--- src/rtl/dcache_pkg.sv ---
// rtl/dcache_pkg.sv - shared types and address-field layout for the data cache controller
// Direct-mapped line of four 16-bit words; byte address = {tag, index, word, byte}.
package dcache_pkg;
  typedef enum logic [1:0] {IDLE, WB, FILL, RETRY} state_t;

  localparam int LINE_WORDS = 4;
  localparam int TAG_W      = 5;
  localparam int INDEX_W    = 8;
  localparam int OFFSET_W   = 3;
  localparam int WORD_W     = 2;
  localparam int TAG_LSB    = 11;
  localparam int INDEX_LSB  = 3;

  function automatic logic [15:0] word_addr(input logic [TAG_W-1:0]   tag,
                                            input logic [INDEX_W-1:0] index,
                                            input logic [WORD_W-1:0]  word);
    return {tag, index, word, 1'b0};
  endfunction
endpackage

--- src/rtl/dcache_if.sv ---
// rtl/dcache_if.sv - cache-array and main-memory signal bundle seen by the controller
// master = controller side, slave = cache array plus memory.
interface dcache_if;
  import dcache_pkg::*;

  logic               c_en, c_comp, c_write, c_valid_in;
  logic [TAG_W-1:0]   c_tag;
  logic [INDEX_W-1:0] c_index;
  logic [OFFSET_W-1:0] c_offset;
  logic [15:0]        c_data_in;
  logic               c_hit, c_dirty, c_valid;
  logic [TAG_W-1:0]   c_tag_out;
  logic [15:0]        c_data_out;
  logic               m_rd, m_wr;
  logic [15:0]        m_addr, m_data_in;
  logic               m_stall;
  logic [15:0]        m_data_out;

  modport master (
    output c_en, c_comp, c_write, c_valid_in, c_tag, c_index, c_offset, c_data_in,
    input  c_hit, c_dirty, c_valid, c_tag_out, c_data_out,
    output m_rd, m_wr, m_addr, m_data_in,
    input  m_stall, m_data_out
  );

  modport slave (
    input  c_en, c_comp, c_write, c_valid_in, c_tag, c_index, c_offset, c_data_in,
    output c_hit, c_dirty, c_valid, c_tag_out, c_data_out,
    input  m_rd, m_wr, m_addr, m_data_in,
    output m_stall, m_data_out
  );
endinterface

--- src/rtl/dcache_ctrl_fill_tracker.sv ---
// rtl/dcache_ctrl_fill_tracker.sv - tags each memory read return with its word offset
// One stage per cycle of read latency; the oldest stage lines up with mem_data_out.
module fill_tracker #(
  parameter int LAT   = 2,
  parameter int WORDS = 4
) (
  input  logic       clk,
  input  logic       rst_n,
  input  logic       push_i,
  input  logic [1:0] offset_i,
  output logic       valid_o,
  output logic [1:0] offset_o,
  output logic       last_o
);
  logic [LAT-1:0] vld_q;
  logic [1:0]     off_q [LAT];

  always_ff @(posedge clk or negedge rst_n) begin
    if (!rst_n) begin
      vld_q <= '0;
      for (int i = 0; i < LAT; i++) off_q[i] <= '0;
    end else begin
      vld_q[0] <= push_i;
      off_q[0] <= offset_i;
      for (int i = 1; i < LAT; i++) begin
        vld_q[i] <= vld_q[i-1];
        off_q[i] <= off_q[i-1];
      end
    end
  end

  assign valid_o  = vld_q[LAT-1];
  assign offset_o = off_q[LAT-1];
  assign last_o   = vld_q[LAT-1] && (off_q[LAT-1] == 2'(WORDS-1));
endmodule

--- src/rtl/dcache_ctrl.sv ---
// rtl/dcache_ctrl.sv - direct-mapped data cache controller: hit, write-back, fill, retry
// Core request inputs are held stable while Stall=1, so they double as the saved request.
module dcache_ctrl #(
  parameter int MEM_RD_LAT = 2,
  parameter int LINE_WORDS = dcache_pkg::LINE_WORDS
) (
  input  logic        clk,
  input  logic        rst_n,
  input  logic [15:0] Addr,
  input  logic [15:0] DataIn,
  input  logic        Rd,
  input  logic        Wr,
  output logic [15:0] DataOut,
  output logic        Done,
  output logic        Stall,
  output logic        CacheHit,
  output logic        valid_req,
  output logic        Err,
  dcache_if.master    bus
);
  import dcache_pkg::*;

  localparam logic [2:0] WORDS_C = 3'(LINE_WORDS);
  localparam logic [2:0] LAST_C  = 3'(LINE_WORDS - 1);

  state_t             state_q, state_d;
  logic [2:0]         cnt_q, cnt_d;
  logic               req, illegal;
  logic [TAG_W-1:0]   req_tag;
  logic [INDEX_W-1:0] req_index;
  logic               fill_push, fill_vld, fill_last;
  logic [1:0]         fill_off;

  assign req       = Rd | Wr;
  assign illegal   = (Rd & Wr) | (req & Addr[0]);
  assign req_tag   = Addr[TAG_LSB +: TAG_W];
  assign req_index = Addr[INDEX_LSB +: INDEX_W];

  fill_tracker #(.LAT(MEM_RD_LAT), .WORDS(LINE_WORDS)) u_fill_tracker (
    .clk      (clk),
    .rst_n    (rst_n),
    .push_i   (fill_push),
    .offset_i (cnt_q[1:0]),
    .valid_o  (fill_vld),
    .offset_o (fill_off),
    .last_o   (fill_last)
  );

  always_ff @(posedge clk or negedge rst_n) begin
    if (!rst_n) begin
      state_q <= IDLE;
      cnt_q   <= '0;
    end else begin
      state_q <= state_d;
      cnt_q   <= cnt_d;
    end
  end

  always_comb begin
    state_d        = state_q;
    cnt_d          = cnt_q;
    fill_push      = 1'b0;
    DataOut        = '0;
    Done           = 1'b0;
    Stall          = 1'b0;
    CacheHit       = 1'b0;
    valid_req      = 1'b0;
    Err            = 1'b0;
    bus.c_en       = 1'b0;
    bus.c_comp     = 1'b0;
    bus.c_write    = 1'b0;
    bus.c_valid_in = 1'b0;
    bus.c_tag      = '0;
    bus.c_index    = '0;
    bus.c_offset   = '0;
    bus.c_data_in  = '0;
    bus.m_rd       = 1'b0;
    bus.m_wr       = 1'b0;
    bus.m_addr     = '0;
    bus.m_data_in  = '0;
    // Everything stays quiet while reset is held, even with a request pending.
    if (rst_n) begin
      case (state_q)
        IDLE: begin
          if (illegal) begin
            Err = 1'b1;
          end else if (req) begin
            valid_req     = 1'b1;
            bus.c_en      = 1'b1;
            bus.c_comp    = 1'b1;
            bus.c_write   = Wr;
            bus.c_tag     = req_tag;
            bus.c_index   = req_index;
            bus.c_offset  = Addr[OFFSET_W-1:0];
            bus.c_data_in = DataIn;
            if (bus.c_hit && bus.c_valid) begin
              Done     = 1'b1;
              CacheHit = 1'b1;
              DataOut  = Rd ? bus.c_data_out : '0;
            end else begin
              Stall   = 1'b1;
              cnt_d   = '0;
              state_d = (bus.c_valid && bus.c_dirty) ? WB : FILL;
            end
          end
        end
        WB: begin
          Stall         = 1'b1;
          bus.c_en      = 1'b1;
          bus.c_index   = req_index;
          bus.c_offset  = {cnt_q[1:0], 1'b0};
          bus.m_wr      = 1'b1;
          bus.m_addr    = word_addr(bus.c_tag_out, req_index, cnt_q[1:0]);
          bus.m_data_in = bus.c_data_out;
          if (!bus.m_stall) begin
            if (cnt_q == LAST_C) begin
              cnt_d   = '0;
              state_d = FILL;
            end else begin
              cnt_d = cnt_q + 3'd1;
            end
          end
        end
        FILL: begin
          Stall = 1'b1;
          if (cnt_q < WORDS_C) begin
            bus.m_rd   = 1'b1;
            bus.m_addr = word_addr(req_tag, req_index, cnt_q[1:0]);
            if (!bus.m_stall) begin
              fill_push = 1'b1;
              cnt_d     = cnt_q + 3'd1;
            end
          end
          // Returns land on their own schedule, independent of issue stalls.
          if (fill_vld) begin
            bus.c_en       = 1'b1;
            bus.c_write    = 1'b1;
            bus.c_tag      = req_tag;
            bus.c_index    = req_index;
            bus.c_offset   = {fill_off, 1'b0};
            bus.c_data_in  = bus.m_data_out;
            bus.c_valid_in = fill_last;
            if (fill_last) state_d = RETRY;
          end
        end
        RETRY: begin
          Done          = 1'b1;
          bus.c_en      = 1'b1;
          bus.c_comp    = 1'b1;
          bus.c_write   = Wr;
          bus.c_tag     = req_tag;
          bus.c_index   = req_index;
          bus.c_offset  = Addr[OFFSET_W-1:0];
          bus.c_data_in = DataIn;
          DataOut       = Rd ? bus.c_data_out : '0;
          state_d       = IDLE;
        end
        default: state_d = IDLE;
      endcase
    end
  end
endmodule

--- src/flat_wrapper.sv ---
// flat-port wrapper written by rule: the top's interface ports become plain ports
module dcache_ctrl_flat import dcache_pkg::*;
#(
  parameter int MEM_RD_LAT = 2,
  parameter int LINE_WORDS = dcache_pkg::LINE_WORDS
)
  (clk, rst_n, Addr, DataIn, Rd, Wr, DataOut, Done, Stall, CacheHit, valid_req, Err, bus_c_en, bus_c_comp, bus_c_write, bus_c_valid_in, bus_c_tag, bus_c_index, bus_c_offset, bus_c_data_in, bus_c_hit, bus_c_dirty, bus_c_valid, bus_c_tag_out, bus_c_data_out, bus_m_rd, bus_m_wr, bus_m_addr, bus_m_data_in, bus_m_stall, bus_m_data_out);
  dcache_if bus_i ();
  input  logic clk;
  input  logic rst_n;
  input  logic [15:0] Addr;
  input  logic [15:0] DataIn;
  input  logic Rd;
  input  logic Wr;
  output logic [15:0] DataOut;
  output logic Done;
  output logic Stall;
  output logic CacheHit;
  output logic valid_req;
  output logic Err;
  output wire logic [$bits(bus_i.c_en)-1:0] bus_c_en;
  output wire logic [$bits(bus_i.c_comp)-1:0] bus_c_comp;
  output wire logic [$bits(bus_i.c_write)-1:0] bus_c_write;
  output wire logic [$bits(bus_i.c_valid_in)-1:0] bus_c_valid_in;
  output wire logic [$bits(bus_i.c_tag)-1:0] bus_c_tag;
  output wire logic [$bits(bus_i.c_index)-1:0] bus_c_index;
  output wire logic [$bits(bus_i.c_offset)-1:0] bus_c_offset;
  output wire logic [$bits(bus_i.c_data_in)-1:0] bus_c_data_in;
  input wire logic [$bits(bus_i.c_hit)-1:0] bus_c_hit;
  input wire logic [$bits(bus_i.c_dirty)-1:0] bus_c_dirty;
  input wire logic [$bits(bus_i.c_valid)-1:0] bus_c_valid;
  input wire logic [$bits(bus_i.c_tag_out)-1:0] bus_c_tag_out;
  input wire logic [$bits(bus_i.c_data_out)-1:0] bus_c_data_out;
  output wire logic [$bits(bus_i.m_rd)-1:0] bus_m_rd;
  output wire logic [$bits(bus_i.m_wr)-1:0] bus_m_wr;
  output wire logic [$bits(bus_i.m_addr)-1:0] bus_m_addr;
  output wire logic [$bits(bus_i.m_data_in)-1:0] bus_m_data_in;
  input wire logic [$bits(bus_i.m_stall)-1:0] bus_m_stall;
  input wire logic [$bits(bus_i.m_data_out)-1:0] bus_m_data_out;
  assign bus_c_en = bus_i.c_en;
  assign bus_c_comp = bus_i.c_comp;
  assign bus_c_write = bus_i.c_write;
  assign bus_c_valid_in = bus_i.c_valid_in;
  assign bus_c_tag = bus_i.c_tag;
  assign bus_c_index = bus_i.c_index;
  assign bus_c_offset = bus_i.c_offset;
  assign bus_c_data_in = bus_i.c_data_in;
  assign bus_i.c_hit = bus_c_hit;
  assign bus_i.c_dirty = bus_c_dirty;
  assign bus_i.c_valid = bus_c_valid;
  assign bus_i.c_tag_out = bus_c_tag_out;
  assign bus_i.c_data_out = bus_c_data_out;
  assign bus_m_rd = bus_i.m_rd;
  assign bus_m_wr = bus_i.m_wr;
  assign bus_m_addr = bus_i.m_addr;
  assign bus_m_data_in = bus_i.m_data_in;
  assign bus_i.m_stall = bus_m_stall;
  assign bus_i.m_data_out = bus_m_data_out;
  dcache_ctrl #(.MEM_RD_LAT(MEM_RD_LAT), .LINE_WORDS(LINE_WORDS)) u_core (.clk(clk), .rst_n(rst_n), .Addr(Addr), .DataIn(DataIn), .Rd(Rd), .Wr(Wr), .DataOut(DataOut), .Done(Done), .Stall(Stall), .CacheHit(CacheHit), .valid_req(valid_req), .Err(Err), .bus(bus_i));
endmodule
--- config.mk ---
export PLATFORM = sky130hd
export DESIGN_NAME = dcache_ctrl_flat
export DESIGN_NICKNAME = d
export VERILOG_FILES = /design/src/rtl/dcache_pkg.sv /design/src/rtl/dcache_if.sv /design/src/rtl/dcache_ctrl_fill_tracker.sv /design/src/rtl/dcache_ctrl.sv /design/src/flat_wrapper.sv
export SDC_FILE = /design/constraint.sdc
export NUM_CORES = 1
export LEC_CHECK = 0
export CORE_MARGIN = 2
export CORE_UTILIZATION = 26
export CTS_CLUSTER_DIAMETER = 120
export DETAILED_ROUTE_END_ITERATION = 6
export GPL_ROUTABILITY_DRIVEN = 0
export PLACE_DENSITY = 0.85
export SLEW_MARGIN = 20
export SYNTH_ARGS = -nofsm -noshare
export SYNTH_HDL_FRONTEND = slang
export SYNTH_SLANG_ARGS = --single-unit
--- constraint.sdc ---
create_clock -name clk -period 1.65 [get_ports clk]
set_clock_uncertainty 0.1 [all_clocks]
set_input_delay 0.165 -clock clk [delete_from_list [all_inputs] [get_ports clk]]
set_output_delay 0.165 -clock clk [all_outputs]
set_load 0.05 [all_outputs]
==> reports/qor.txt, run 1 <==
Die extent in y = 81.4 um
Syn Area/Cell = 7.63 um^2
Synthesized Nets = 288
Horizontal extent of the die = 81.4 um
Largest net degree at the start of global routing = 23
Number of buffers between clock root and the deepest sink = 2
CTS buffer count = 3
Worst endpoint pin kind = top-level output
H-Tree Level Count = 1
Number of I/O pins = 168
Sequential fraction of the synthesis area = 17.7%
Flops & latches, synth = 11
Antenna violations before repair = 0
EDFF count, synth = 0
Result of the run = did not finish
Number of warning messages in the yosys log = 0
Final HPWL from detailed placement = 7650 um
Syn Std Cell Area = 1560 um^2
Ys flop type = dfrtp_1
Row count = 28
Total clock sinks = 11
Share of async-settable or async-resettable flops after synthesis = 100%
Initial standard-cell utilization of the core = 26.6%
Post-Synthesis Cells = 204
Endpoint pin with the least setup slack after global-route repair = DataOut[4]
Last step reached = 5_1_grt
Number of I/O port buffers = 166
Error that ended the run = [ERROR DPL-0033] detailed placement checks failed during check placement.
Count of unique library cells instantiated by Yosys = 45
Root Driver = clkbuf_8
kinds of logic after synthesis:
logic type	count (synthesis)	synth area share, %
AO/OA/AOI/OAI	43	22.0
XOR/XNOR	1	1.05
adder cells (fa/ha/maj)	8	6.27
buffers and inverters	22	7.96
flip-flops	11	17.7
multiplexers	5	4.18
other	1	0.241
AND/OR/NAND/NOR	113	40.6
metrics by stage:
| stage | hold slack [ps] | TNS [ps] | cells | setup slack [ps] | instance area [um^2] |
|---|---|---|---|---|---|
| after floorplan | -231 | -7560 | 204 | -176 | 2150 |
| after global placement | 232 | -19250 | 471 | -300 | 4970 |
| after detailed placement | 236 | -23310 | 471 | -380 | 4970 |
| after CTS | 41.1 | -31330 | 491 | -467 | 5440 |
Yosys cell counts (2+ instances only):
master / count / area, um^2
and2_1: 40 / 250
nor2_1: 28 / 105
a22oi_1: 21 / 158
and3_1: 17 / 106
dfrtp_1: 11 / 275
inv_1: 8 / 30.0
clkbuf_1: 7 / 26.3
ha_1: 7 / 87.6
nand2_1: 7 / 26.3
a21oi_1: 5 / 25.0
o21ai_0: 5 / 25.0
nor3_1: 4 / 20.0
buf_2: 3 / 15.0
mux2_4: 3 / 45.0
a222oi_1: 2 / 20.0
buf_4: 2 / 15.0
mux2i_1: 2 / 20.0
nand3_1: 2 / 10.0
nor2b_1: 2 / 12.5
nor4_1: 2 / 12.5
or2_2: 2 / 12.5
repair_timing:
action,in CTS
setup buffers,11
hold endpoints to repair,1
pin swaps,41
resized for setup,62
cloned,5
setup endpoints to repair,95
hold buffers,1
==> run 2: changes to the inputs <==
- CORE_UTILIZATION: 26 -> 20
- CTS_CLUSTER_DIAMETER: 120 -> default
- PLACE_DENSITY: 0.85 -> default
- PLACE_DENSITY_LB_ADDON: default -> 0.15
- clock period: 1.65 -> 2.1 ns (I/O delays scaled with it)
==> run 2 against run 1 <==
Against the previous run: the flow now finishes, with violations (negative setup slack); synthesized cell count stayed put; area after synthesis stayed put.
==> reports/qor.txt, run 2 <==
Arrival time of data at the critical path endpoint = 1900 ps
Number of I/O port buffers = 166
Worst setup SP type = register
H-Tree Level Count = 1
Max FFs per register = 3
Worst hold-check path type = reg2reg
Root Driver = clkbuf_8
Hold_buf cts = 0
Synth top area cells = dfrtp_1 (18%), and2_1 (16%), a22oi_1 (10%), and3_1 (6.8%), nor2_1 (6.8%)
Vias in the first global route = 2,368
Sequence of cells on the critical path = inv_2 > ha_4 > nand2b_4 > buf_6 > o21bai_4 > buf_12 > a22oi_1 > nor2_1 > buf_12
Die extent in y = 92.2 um
Detail Route Antenna Nets = 0
Count of unique library cells instantiated by Yosys = 45
Ys flop type = dfrtp_1
Synthesized Nets = 288
Wire length of the first global-routing pass = 13,100 um
Total count of max-transition violations in the final report = 0
Total negative slack for setup checks = -2890 ps
Total wire length after detailed routing = 8410 um
Final instance count without filler cells = 502
Flops & latches, synth = 11
Placed instance count = 486
Area of the core = 7650 um^2
Total gr overflow = 0
Share of async-settable or async-resettable flops after synthesis = 100%
Most common cell in the synthesized netlist = and2_1
Initial DRT Pass Iterations = 4
Leading cell types in the layout, fill and taps excluded = buf_12 (95), clkdlybuf4s50_1 (76), buf_4 (28)
Post-Synthesis Cells = 204
Share of cells above drive strength 1 = 60.3%
Initial standard-cell utilization of the core = 20.4%
Largest net degree at the start of global routing = 21
Total power per unit cell area = 136 nW/um^2
CP Max Fanout = 9
Path type of the worst setup path = reg2out
Slowest stage delay, CP = 400 ps
Max rail drop VDD = 0.000311 V
Horizontal extent of the die = 92.2 um
Diodes inserted = 0
Unrepaired setup endpoints after global routing = yes
Result of the run = complete, but fails checks
Final critical-path required period = 2210 ps
DRT iter0 DRCs = 48
Row count = 32
Top cells by instance count after synthesis = and2_1 (40), nor2_1 (28), a22oi_1 (21)
Worst-Skew Late Latency = 240 ps
Global-route usage over all layers = 19.4%
Post-DR vias/cell = 4.63
Number of max-cap violations = 0
Syn Std Cell Area = 1560 um^2
Top achievable clock speed = 0.453 GHz
Number of warning messages in the yosys log = 0
EDFF count, synth = 0
DRC errors left = 0
Portion of synthesized cell area occupied by the leading cell type = 17.7%
CTS buffer count = 3
Wire per inst = 16.8 um
Violated checks = negative setup slack
Total clock sinks = 11
Clock-pin slew of the registers on the worst-case setup and hold paths = 50 ps
Number of I/O pins = 168
Antenna violations before repair = 0
Power Total = 684 uW
Worst setup slack before clock tree synthesis = -63.5 ps
CTS tree = built
Number of buffers between clock root and the deepest sink = 2
Most frequent standard cell in the layout excluding fill and tap cells = buf_12
Smallest setup slack after layout = -108 ps
Area of the die = 8500 um^2
Biggest register = u_core.cnt_q
Sequential fraction of the synthesis area = 17.7%
Fill cells = 589
Period utilization = 105%
Count of endpoints failing hold in the final timing report = 0
Top cell by count, worst path = buf_12
Finish-stage setup viols = 54
Biggest area consumer among synthesized cells = dfrtp_1
Kind of end point of the critical path = output pin
Vias after detailed routing = 2,323
Syn Area/Cell = 7.63 um^2
Final HPWL from detailed placement = 6550 um
Required arrival time at the worst endpoint = 1790 ps
Cell type of the slowest stage on the worst timing path = dfrtp_1
Post-layout net count = 485
Lkg Pwr = 0.00204 uW
Growth of design area from synthesis to finish = 223%
[run 2: final cells by class]
class,count,area [um^2],share of cell area [%]
repair buffers,206,2960,58.7
multi-input cells,171,1600,31.8
flip-flops and latches,11,275,5.47
well taps,102,128,2.54
clock buffers,4,45.0,0.895
inverters,8,30.0,0.597
[run 2: critical path: cells and delay by family (launching register included)]
family,cells,cell delay [ps]
adders and majority gates,1,170
buffers and inverters,4,580
AOI/OAI and AO/OA,2,260
and+or+nand+nor,2,230
DFF,1,400
[run 2: path summary, 6_finish.rpt]
kind                                                          startpoint                                     endpoint  slack (ps)  cells after the start
min in group asynchronous                                          rst_n                u_core.state_q[1]$_DFFE_PN0P_         610                      3
worst max register to register             u_core.state_q[1]$_DFFE_PN0P_                  u_core.cnt_q[1]$_DFFE_PN0P_         130                      8
worst max-delay path                       u_core.state_q[1]$_DFFE_PN0P_                            bus_c_data_in[15]        -110                      9
worst min register to register  u_core.u_fill_tracker.off_q[2]$_DFF_PN0_  u_core.u_fill_tracker.offset_o[0]$_DFF_PN0_         240                      0
worst min-delay path            u_core.u_fill_tracker.off_q[2]$_DFF_PN0_  u_core.u_fill_tracker.offset_o[0]$_DFF_PN0_         240                      0
max in group asynchronous                                          rst_n                  u_core.cnt_q[1]$_DFFE_PN0P_        1140                      3
[run 2: cell families (layout without fill, tap and decap cells)]
| family | after synthesis | after routing | share of synthesized area (%) |
|---|---|---|---|
| flops | 11 | 11 | 17.7 |
| mux | 5 | 5 | 4.18 |
| fa+ha+maj | 8 | 8 | 6.27 |
| buf+inv | 22 | 218 | 7.96 |
| other cells | 1 | 1 | 0.241 |
| compound gates | 43 | 43 | 22.0 |
| xor+xnor | 1 | 1 | 1.05 |
| simple gates | 113 | 113 | 40.6 |
[run 2: power by group]
part           leakage [uW]  switching [uW]  internal (uW)
sequential         0.000143               0            212
combinational       0.00187            95.9            160
clock             0.0000228            82.6            134
total               0.00204             178            506
[run 2: repair_timing]
item                                    in CTS  in global routing
buffers inserted                            10                  1
pin swaps                                   11                 18
resized for setup                           67                 28
cloned                                       2                  0
endpoints found under the setup margin      84                 74
[run 2: layer usage]
layer	GRT usage (%)	vias to the layer above	share of wire, %
met4	4.35	0	0.93
met1	22.1	1124	38
met3	2.79	7	4.9
met2	37.6	78	56
li1	-	1114	-
met5	0	-	0
[run 2: through the flow]
stage	hold slack [ps]	instance area, um^2	utilization (%)
6_report	245	5030	65.8
2_1_floorplan	-186	1700	-
3_5_place_dp	236	4530	59.3
5_1_grt	256	5030	65.8
3_3_place_gp	236	4530	59.3
4_1_cts	247	4940	64.6
No activity file was read; power rests on OpenSTA's default activity.
==> run 3: changes to the inputs <==
- CORE_UTILIZATION: 20 -> 25
==> run 3 against run 2 <==
Against the previous run: the run still ends with negative setup slack left; worst setup slack worse by 47 ps; total power up 0.54%; maximum frequency down 2.1%; global-route usage up 2.4 points; count of clock-buffer cells in the layout unchanged; non-clock buffer count unchanged; wire length up 10%; flip-flop and latch count unchanged; via count up 2.0%; utilization up 19 points; first-iteration DRC count up 85%; critical path type unchanged.
==> reports/qor.txt, run 3 (same netlist as run 2, synthesis figures left out) <==
Result of the run = complete, but fails checks
Violated checks = negative setup slack
Count of endpoints failing hold in the final timing report = 0
Worst hold-check path type = reg2reg
Total power per unit cell area = 137 nW/um^2
Worst Setup SP = u_core.state_q[0]$_DFFE_PN0P_
Unrepaired setup endpoints after global routing = yes
Final core occ = 84.3%
Area of the core = 5960 um^2
Vias in the first global route = 2,140
CP Max Fanout = 8
Share of cells above drive strength 1 = 59.8%
Number of cells on the worst hold path = 0
Number of I/O port buffers = 166
Total clock sinks = 11
Post-layout net count = 485
Worst min-delay path startpoint = u_core.u_fill_tracker.off_q[2]$_DFF_PN0_
Max rail drop VDD = 0.000369 V
Reg2reg start = u_core.state_q[0]$_DFFE_PN0P_
Leading cell types in the layout, fill and taps excluded = buf_12 (91), clkdlybuf4s50_1 (76), and2_4 (40)
Kind of end point of the critical path = output pin
Root Driver = clkbuf_8
Diodes inserted = 0
Depth of the most critical reg-to-reg path = 10
Antenna violations before repair = 0
Clock-pin slew of the registers on the worst-case setup and hold paths = 50 ps
Worst-Skew Late Latency = 240 ps
Area of the die = 6870 um^2
Final HPWL from detailed placement = 6650 um
Largest net degree at the start of global routing = 25
Worst setup SP type = register
Wire length of the first global-routing pass = 12,200 um
Global-route usage over all layers = 21.8%
Horizontal extent of the die = 82.9 um
Required arrival time at the worst endpoint = 1790 ps
Arrival time of data at the critical path endpoint = 1950 ps
Post-DR vias/cell = 4.99
Hold_ws = 245 ps
Wire per inst = 19.6 um
Initial standard-cell utilization of the core = 26.1%
Top achievable clock speed = 0.443 GHz
Total negative slack for setup checks = -6230 ps
Final critical-path required period = 2260 ps
Slowest stage delay, CP = 420 ps
Cell type of the slowest stage on the worst timing path = dfrtp_1
H-Tree Level Count = 1
Worst setup slack before clock tree synthesis = -10.2 ps
Flop2flop setup slack = 10 ps
Path type of the worst setup path = reg2out
Die extent in y = 82.9 um
Vias after detailed routing = 2,369
Detail Route Antenna Nets = 0
Finish-stage setup viols = 60
Worst r2r dst = u_core.state_q[0]$_DFFE_PN0P_
Total count of max-transition violations in the final report = 0
Sequence of cells on the critical path = inv_2 > ha_4 > nand2b_4 > buf_6 > o21bai_4 > clkbuf_16 > a22oi_2 > nor2_4 > buf_12
DRT iter0 DRCs = 89
Number of max-cap violations = 0
Initial DRT Pass Iterations = 4
Growth of design area from synthesis to finish = 223%
Max FFs per register = 3
Most frequent standard cell in the layout excluding fill and tap cells = buf_12
Lkg Pwr = 0.00208 uW
Row count = 28
Number of I/O pins = 168
Biggest register = u_core.cnt_q
Total gr overflow = 0
Number of buffers between clock root and the deepest sink = 2
CTS buffer count = 3
Smallest setup slack after layout = -156 ps
End point of the worst hold path = u_core.u_fill_tracker.offset_o[0]$_DFF_PN0_
CTS tree = built
DRC errors left = 0
Power Total = 688 uW
Period utilization = 107%
Total wire length after detailed routing = 9300 um
[run 3: what timing repair did]
| action | 4_1_cts | 5_1_grt |
|---|---|---|
| pin swaps | 5 | 40 |
| hold buffers | 0 | 0 |
| gates resized for setup | 42 | 56 |
| setup endpoints to repair | 70 | 70 |
| endpoints found under the hold margin | 0 | 0 |
| gates cloned | 1 | 4 |
| buffers inserted | 0 | 8 |
[run 3: area by class of cell]
type                    count  area, um^2
repair buffers            206        3010
well taps                  75        93.8
clock buffers               4        45.0
flip-flops and latches     11         275
multi-input cells         171        1560
fillers                   305         935
inverters                   8        30.0
[run 3: how the worst max path moves through the flow]
stage | slack, ps | endpoint | depth (start not counted)
detailed placement | -10 | DataOut[0] | 8
global placement | 40 | bus_c_index[5] | 7
finish | -160 | bus_c_data_in[5] | 9
CTS | -90 | DataOut[14] | 8
floorplan | -100 | bus_c_data_in[0] | 6
global route | -230 | bus_c_data_in[0] | 9
[run 3: stage by stage]
| step | std cells | area [um^2] |
|---|---|---|
| after floorplan | 204 | 1700 |
| after global placement | 458 | 4490 |
| final | 475 | 5020 |
| after global routing | 475 | 5020 |
| after CTS | 463 | 4670 |
| after detailed placement | 458 | 4490 |
[run 3: report_power, final]
group / switching (uW) / leakage (uW) / internal (uW)
combinational: 102 / 0.00191 / 163
sequential: 0 / 0.000143 / 212
clock: 77.1 / 0.0000228 / 133
[run 3: worst max-delay path, delay by kind of cell, from the launching register on]
family	cells	cell delay (ps)
AO/OA/AOI/OAI	2	310
AND/OR/NAND/NOR	2	220
adder cells (fa/ha/maj)	1	160
flip-flops	1	420
buffers and inverters	4	590
[run 3: layer usage]
layer	track usage (%)	wire, um	vias to the layer above
met4	4.17	158	0
met3	3.38	470	14
met2	42.2	5250	104
li1	-	-	1114
met1	25.0	3420	1137
met5	0	0	-
